[src/rtl/gb_apu_pkg.sv]
// gb_apu_pkg: shared constants and types for the wave channel register file
//   NR30..NR34 addresses, wave RAM base, readback OR-masks, wave array type.
package gb_apu_pkg;
    localparam logic [7:0] NR30_ADDR  = 8'h1A;
    localparam logic [7:0] NR31_ADDR  = 8'h1B;
    localparam logic [7:0] NR32_ADDR  = 8'h1C;
    localparam logic [7:0] NR33_ADDR  = 8'h1D;
    localparam logic [7:0] NR34_ADDR  = 8'h1E;
    localparam logic [7:0] WAVE_BASE  = 8'h30;
    localparam logic [7:0] NR30_RMASK = 8'h7F;
    localparam logic [7:0] NR31_RMASK = 8'hFF;
    localparam logic [7:0] NR32_RMASK = 8'h9F;
    localparam logic [7:0] NR33_RMASK = 8'hFF;
    localparam logic [7:0] NR34_RMASK = 8'hBF;
    typedef logic [15:0][7:0] wave_t;
endpackage

[src/rtl/gb_wave_ram.sv]
// gb_wave_ram: 16x8 wave storage, async reset, one write port, CPU and channel read ports
//   clk, reset       : clock, async active-high reset (all bytes -> RESET_WAVE)
//   we, waddr, wdata : CPU write port
//   raddr, rdata     : CPU read port (combinational, pre-write value)
//   ch_addr, ch_data : channel read port (combinational)
module gb_wave_ram
    import gb_apu_pkg::*;
#(
    parameter logic [7:0] RESET_WAVE = 8'h00
) (
    input  logic       clk,
    input  logic       reset,
    input  logic       we,
    input  logic [3:0] waddr,
    input  logic [7:0] wdata,
    input  logic [3:0] raddr,
    output logic [7:0] rdata,
    input  logic [3:0] ch_addr,
    output logic [7:0] ch_data
);
    wave_t ram_q;
    always_ff @(posedge clk or posedge reset) begin
        if (reset) ram_q <= {16{RESET_WAVE}};
        else if (we) ram_q[waddr] <= wdata;
    end
    assign rdata   = ram_q[raddr];
    assign ch_data = ram_q[ch_addr];
endmodule

[src/rtl/gb_wave_regs.sv]
// gb_wave_regs: NR30-NR34 register file and wave RAM front end for the wave channel
//   Optional macro WAVE_LOCK_EN: while enable=1, CPU wave RAM accesses use wave_addr.
//   clk, reset          : clock, async active-high reset
//   apu_on              : NR52 power; 0 holds channel registers cleared
//   cpu_addr/wdata/wr/rd: CPU bus (low byte of FFxx), cpu_rdata registered read data
//   enable, wave_addr   : channel feedback and wave byte lookup, wave_data combinational
//   on, length, volume, frequency, single, start : channel controls
module gb_wave_regs
    import gb_apu_pkg::*;
#(
    parameter logic [7:0] RESET_WAVE = 8'h00
) (
    input  logic        clk,
    input  logic        reset,
    input  logic        apu_on,
    input  logic [7:0]  cpu_addr,
    input  logic [7:0]  cpu_wdata,
    input  logic        cpu_wr,
    input  logic        cpu_rd,
    output logic [7:0]  cpu_rdata,
    input  logic        enable,
    input  logic [3:0]  wave_addr,
    output logic [7:0]  wave_data,
    output logic        on,
    output logic [7:0]  length,
    output logic [1:0]  volume,
    output logic [10:0] frequency,
    output logic        single,
    output logic        start
);
    logic        on_q, single_q, start_q;
    logic [7:0]  length_q, rdata_q, ram_rdata;
    logic [1:0]  volume_q;
    logic [10:0] freq_q;
    logic [3:0]  ram_idx;
    logic [7:0]  rd_d;
    logic        is_wave;

    assign is_wave = cpu_addr[7:4] == WAVE_BASE[7:4];
`ifdef WAVE_LOCK_EN
    assign ram_idx = enable ? wave_addr : cpu_addr[3:0];
`else
    logic unused_enable;
    assign unused_enable = enable;
    assign ram_idx = cpu_addr[3:0];
`endif

    gb_wave_ram #(.RESET_WAVE(RESET_WAVE)) u_ram (
        .clk     (clk),
        .reset   (reset),
        .we      (cpu_wr && is_wave),
        .waddr   (ram_idx),
        .wdata   (cpu_wdata),
        .raddr   (ram_idx),
        .rdata   (ram_rdata),
        .ch_addr (wave_addr),
        .ch_data (wave_data)
    );

    // Fields are gated by apu_on so a read in the cycle power drops already sees zeros.
    always_comb begin
        rd_d = is_wave                ? ram_rdata
             : cpu_addr == NR30_ADDR  ? ({on_q & apu_on, 7'h00} | NR30_RMASK)
             : cpu_addr == NR32_ADDR  ? ({1'b0, volume_q & {2{apu_on}}, 5'h00} | NR32_RMASK)
             : cpu_addr == NR34_ADDR  ? ({1'b0, single_q & apu_on, 6'h00} | NR34_RMASK)
             : 8'hFF;
    end

    always_ff @(posedge clk or posedge reset) begin
        if (reset) begin
            on_q     <= 1'b0;
            length_q <= 8'h00;
            volume_q <= 2'b00;
            freq_q   <= 11'h000;
            single_q <= 1'b0;
            start_q  <= 1'b0;
            rdata_q  <= 8'h00;
        end else begin
            if (!apu_on) begin
                on_q     <= 1'b0;
                length_q <= 8'h00;
                volume_q <= 2'b00;
                freq_q   <= 11'h000;
                single_q <= 1'b0;
                start_q  <= 1'b0;
            end else begin
                start_q <= cpu_wr && cpu_addr == NR34_ADDR && cpu_wdata[7];
                if (cpu_wr && cpu_addr == NR30_ADDR) on_q <= cpu_wdata[7];
                if (cpu_wr && cpu_addr == NR31_ADDR) length_q <= cpu_wdata;
                if (cpu_wr && cpu_addr == NR32_ADDR) volume_q <= cpu_wdata[6:5];
                if (cpu_wr && cpu_addr == NR33_ADDR) freq_q[7:0] <= cpu_wdata;
                if (cpu_wr && cpu_addr == NR34_ADDR) begin
                    freq_q[10:8] <= cpu_wdata[2:0];
                    single_q     <= cpu_wdata[6];
                end
            end
            if (cpu_rd) rdata_q <= rd_d;
        end
    end

    assign on        = on_q;
    assign length    = length_q;
    assign volume    = volume_q;
    assign frequency = freq_q;
    assign single    = single_q;
    assign start     = start_q;
    assign cpu_rdata = rdata_q;
endmodule

[config.mk]
export PLATFORM = sky130hd
export DESIGN_NAME = gb_wave_regs
export DESIGN_NICKNAME = d
export VERILOG_FILES = /design/src/rtl/gb_apu_pkg.sv /design/src/rtl/gb_wave_ram.sv /design/src/rtl/gb_wave_regs.sv
export SDC_FILE = /design/constraint.sdc
export NUM_CORES = 1
export LEC_CHECK = 0
export BUFFER_PORTS_ARGS = -buffer_cell sky130_fd_sc_hd__buf_2
export CAP_MARGIN = 10
export CORE_AREA = 2 2 137 153
export CTS_CLUSTER_SIZE = 12
export DETAILED_ROUTE_END_ITERATION = 8
export DIE_AREA = 0 0 139 155
export GPL_TIMING_DRIVEN = 0
export PLACE_DENSITY = 0.59
export SLEW_MARGIN = 20
export SYNTH_ARGS = -nofsm -noshare
export SYNTH_HDL_FRONTEND = slang
export SYNTH_SLANG_ARGS = --single-unit
[constraint.sdc]
create_clock -name clk -period 6.5 [get_ports clk]
set_input_delay 1.95 -clock clk [delete_from_list [all_inputs] [get_ports clk]]
set_output_delay 1.95 -clock clk [all_outputs]
set_load 0.03 [all_outputs]
=== Word-level counts from Yosys, hierarchy flattened ===
Cells that the tools add are included.

* Flip-flop bits (word level): 160
* Input bits: 26
* Output and inout port bits: 40
* Logic and storage cells: 72

* Magnitude comparators: 3
* Equality and inequality tests: 11
* Multiplexer cells: 23
* Bitwise operators: 3
* Reductions and logical operators: 8

{| class="wikitable"
|+ Operators by type and width
! cell !! count
|-
| $bwmux 128 || 1
|-
| $bmux 8 s4 || 2
|-
| $mux 8 || 8
|-
| $eq 8x5->1 const B || 5
|-
| $demux 8 s4 || 1
|-
| $mux 7 || 2
|-
| $mux 11 || 1
|-
| $lt 4x5->1 const B || 2
|-
| $ne 2x1->1 const B || 5
|-
| $logic_and 1x1->1 || 8
|-
| $mux 1 || 5
|-
| $eq 4x2->1 const B || 1
|-
| $ge 4x1->1 const B || 1
|-
| $mux 2 || 2
|-
| $mux 3 || 1
|-
| $and 1x1->1 || 2
|-
| $and 2x2->2 || 1
|}

=== Logic depth before layout (Yosys ltp) ===
* Depth in word-level cells: 5
* Mapped depth: 7
* Mapped depth without buffers: 4

=== Cells and area by module ===
A second synthesis with hierarchy kept.

* Cells, all modules: 575
* Area total of the unflattened synthesis: 8339.2 µm²

{| class="wikitable"
|+ Modules (own cells, without submodules)
! module !! times used !! cells each !! area an instance (µm²) !! seq. area each (µm²)
|-
| gb_wave_ram || 1 || 438 || 6885.4 || 3203.1
|-
| gb_wave_regs || 1 || 137 || 1453.9 || 800.8
|}

=== Worst setup path after synthesis ===
Ideal clock, no wire load.

* Kind: in2out
* From: in wave_addr[0]
* To: out wave_data[0]
* Data arrival time: 3.371 ns
* Required time: 4.550 ns
* Path slack: 1.179 ns
* Stages on the path: 4
* Buffers on the path: 2
* Cells stage by stage: buf_2 -> buf_6 -> mux4_2 -> mux4_2

* Cells in the longest elaborated chain, start to end: 2

{| class="wikitable"
|+ RTL lines
! item !! RTL line !! text
|-
| start, declared || gb_wave_regs.sv:22 || <nowiki>input logic [3:0] wave_addr,</nowiki>
|-
| $bmux 8 s4 || gb_wave_ram.sv:27 || <nowiki>assign ch_data = ram_q[ch_addr];</nowiki>
|-
| $mux 8 (implied by the code) || gb_wave_ram.sv:27 ||
|-
| end, declared || gb_wave_regs.sv:23 || <nowiki>output logic [7:0] wave_data,</nowiki>
|}

No other way between the ends. The select of a mux whose other input is x is not followed.

=== Worst setup path in the final report ===
* From: in wave_addr[1]
* To: out wave_data[4]

Same word-level chain as after synthesis.

==> metrics <==
outcome=finished, final reports clean; Sw Share=24.7%; fin area=9700 sq um; total global-route track usage=23.2%; GP Congestion=0.833; dpl hpwl=16100 um; Pwr Density=244 nW/um^2; first-pass GRT wire length=36500 um; CTS root buf=clkbuf_16; slowest cell delay on critical path=730 ps; Worst Path Max Fanout=10; # rows=55; Final WS setup=597 ps; wire per inst=27.1 um; die area=21500 sq um; Tot Pwr=2.36 mW; core box area=20100 sq um; Worst setup SP type=primary input; Max VDD drop=185 uV; Seq cells post-synth=160; DRT iter0 DRCs=437; Starting Density=42.1%; ANT cells=0; Max Cap Violations=0; CP Capture Type=output port; layout cell share with drive strength beyond 1=42.6%; clk sink count=160; fill count=1770; Post-Route Skew=9.92 ps; post_cts resized=0; CTS Buffer Depth=2; final setup violation count=0; top cell type's share of synthesized area=47.3%; Slew Limit Headroom=33.3%; NetSw=0.583 mW; Slew @ Worst Pin=1000 ps; DRC viols=0; CP bufs+invs=3; setup_tns=0 ps; Synth Area in Compound Gates=2.42%; main combinational cell family by area after synthesis=multiplexers; Ports=66; Synth Area in Adders=0%; Post-Route WL=24200 um; Syn Area/Cell=15.3 sq um; Critical Path, Cell by Cell=buf_2 -> buf_1 -> mux4_2 -> mux4_2 -> buf_2; Reg area=4000 sq um; chip height=155 um; Gate Count Post-Synth=552; DRT Pass-1 Iters=5; worst skew pair latency=430 ps; Achievable Freq=169 MHz; critical path's slowest cell=buf_1; area of the multi-input gates=4190 sq um; Final #Nets=649; Yosys warning count=0; sequential share of power=45.1%; setup bufs post-CTS=0; post-synthesis mux area share=39.4%; Final Instance Count excl. Fillers=892; Synth Area in XOR/XNOR=0%; largest cells by area after synthesis=dfrtp_1, mux4_2, mux2_2; Reg clk slew, reported paths=50 ps; Pint=1.78 mW; net count after synthesis=578; Yosys cell types=39; critical path class=in -> out; RSZ-0062 raised after global routing=false; Synth Area in Simple Gates=7.65%; Arr. time, crit path=3950 ps; fin crit share=90.8%; Detail Route Antenna Nets=0; Cells after DPL=860; smallest hold slack=515 ps; Worst EP required=4550 ps; Static Leak=4.42 nW; Congestion Overflow GR=0; combinational fraction of design power=10.1%; cell taking the most area after synthesis=dfrtp_1; Vias/cell=6.02; Hold WC Path Type=reg -> reg; largest net degree at the start of global routing=99; clock share of power=44.9%; final core occ=48.3%; CP top delay family=buffers and inverters; initial antenna violation count=0; CTS Buf Count=17; DP Area=9080 sq um; die width=139 um; # hold bufs at CTS=0; final hold vios=0; CTS tree=built; Syn Std Cell Area=8470 sq um; vias=5366; Final min period=5900 ps; vias in the first global route=5778; pre-CTS setup slack=606 ps; area grow syn2layout=14.5%; max-slew violations=0; H-tree levels=4; Port Buffers=51; sequential area share after synthesis=47.3%
-- cells in the mapped netlist --
cell       instances
a211oi_1           6
buf_4              8
or3_1              1
a31oi_1            1
nand3_2            1
o22ai_1            9
nor4_4             2
or3b_1             1
and2_1             2
nand3_4           10
nand4_1            2
dfrtp_1          160
a211o_1            1
o22a_1             1
buf_2              9
inv_1              1
clkbuf_1          21
mux2_2            79
mux4_2            64
buf_1              8
nand2_2            1
nand4_2            4
mux2_1            51
inv_2              1
nand2b_1           2
buf_6              5
mux4_1             3
and3_1             1
nand4bb_1          1
nor2_4             3
nor4_1             1
nand2_1            5
nor2b_1           29
nand3_1            3
nor2_1             5
and4b_1            2
mux2i_1           35
a22oi_1            6
a21oi_1            7
-- routing by layer --
layer | track usage (%) | wire length [um]
met5 | 0 | 0
met4 | 9.72 | 770
met3 | 3.66 | 1180
met2 | 39.8 | 12400
met1 | 29.6 | 9840
-- power by group through the flow --
| stage | clock network (mW) | logic, mW | registers (mW) |
|---|---|---|---|
| after floorplan | 0 | 0.169 | 1.08 |
| after global placement | 0 | 0.231 | 1.08 |
| after detailed placement | 0 | 0.240 | 1.08 |
| after CTS | 1.07 | 0.240 | 1.06 |
| after global routing | 1.12 | 0.255 | 1.07 |
| final | 1.06 | 0.238 | 1.07 |
-- registers in the layout, indices dropped and copies added, names as in the netlist --
signal       flops
volume           2
single           1
u_ram.ram_q    128
length           8
frequency       11
cpu_rdata        8
start            1
on               1
-- final timing paths --
| check | start | to | slack [ps] | cells past startpoint |
|---|---|---|---|---|
| setup reg to reg | u_ram.ram_q[58]$_DFFE_PP0P_ | cpu_rdata[2]$_DFFE_PP0P_ | 4860 | 3 |
| setup / recovery | wave_addr[1] | wave_data[4] | 600 | 5 |
| max in group asynchronous | reset | u_ram.ram_q[25]$_DFFE_PP0P_ | 4110 | 3 |
| hold reg to reg | u_ram.ram_q[86]$_DFFE_PP0P_ | u_ram.ram_q[86]$_DFFE_PP0P_ | 520 | 1 |
| hold / removal | u_ram.ram_q[86]$_DFFE_PP0P_ | u_ram.ram_q[86]$_DFFE_PP0P_ | 520 | 1 |
| min in group asynchronous | reset | frequency[3]$_DFFE_PP0P_ | 1550 | 2 |
-- final cells by class --
class | count | area share, %
Sequential cell | 160 | 41.3
Clock buffer | 18 | 4.43
Tap cell | 256 | 3.30
Multi-Input combinational cell | 339 | 43.2
Timing Repair Buffer | 52 | 2.92
Clock inverter | 14 | 1.95
Buffer | 51 | 2.79
Inverter | 2 | 0.155
-- logic make-up after synthesis --
kind of cell | count (synthesis)
compound gates | 31
simple gates | 76
flops | 160
buf+inv | 53
mux | 232
-- cells in the final DEF (no fill, tap or decap), types with 5 or more instances in the layout --
cell type   instances
nand2_1             5
clkbuf_16          17
o22ai_1             9
a211oi_1            6
nand3_4            10
mux4_2             64
mux2i_1            35
a21oi_1             7
buf_4               8
buf_1               8
buf_2              60
dfrtp_1           160
a22oi_1             6
mux2_1             51
nor2_1              5
mux2_2             79
clkbuf_1           22
clkinvlp_4          6
buf_6               5
nor2b_1            29
-- worst register-to-register path: stages (launching register included) --
cell     delay, ps
dfrtp_1        400
mux4_2         480
mux4_2         480
o22a_1         160
Note: power is estimated with default switching activity, not from simulation.
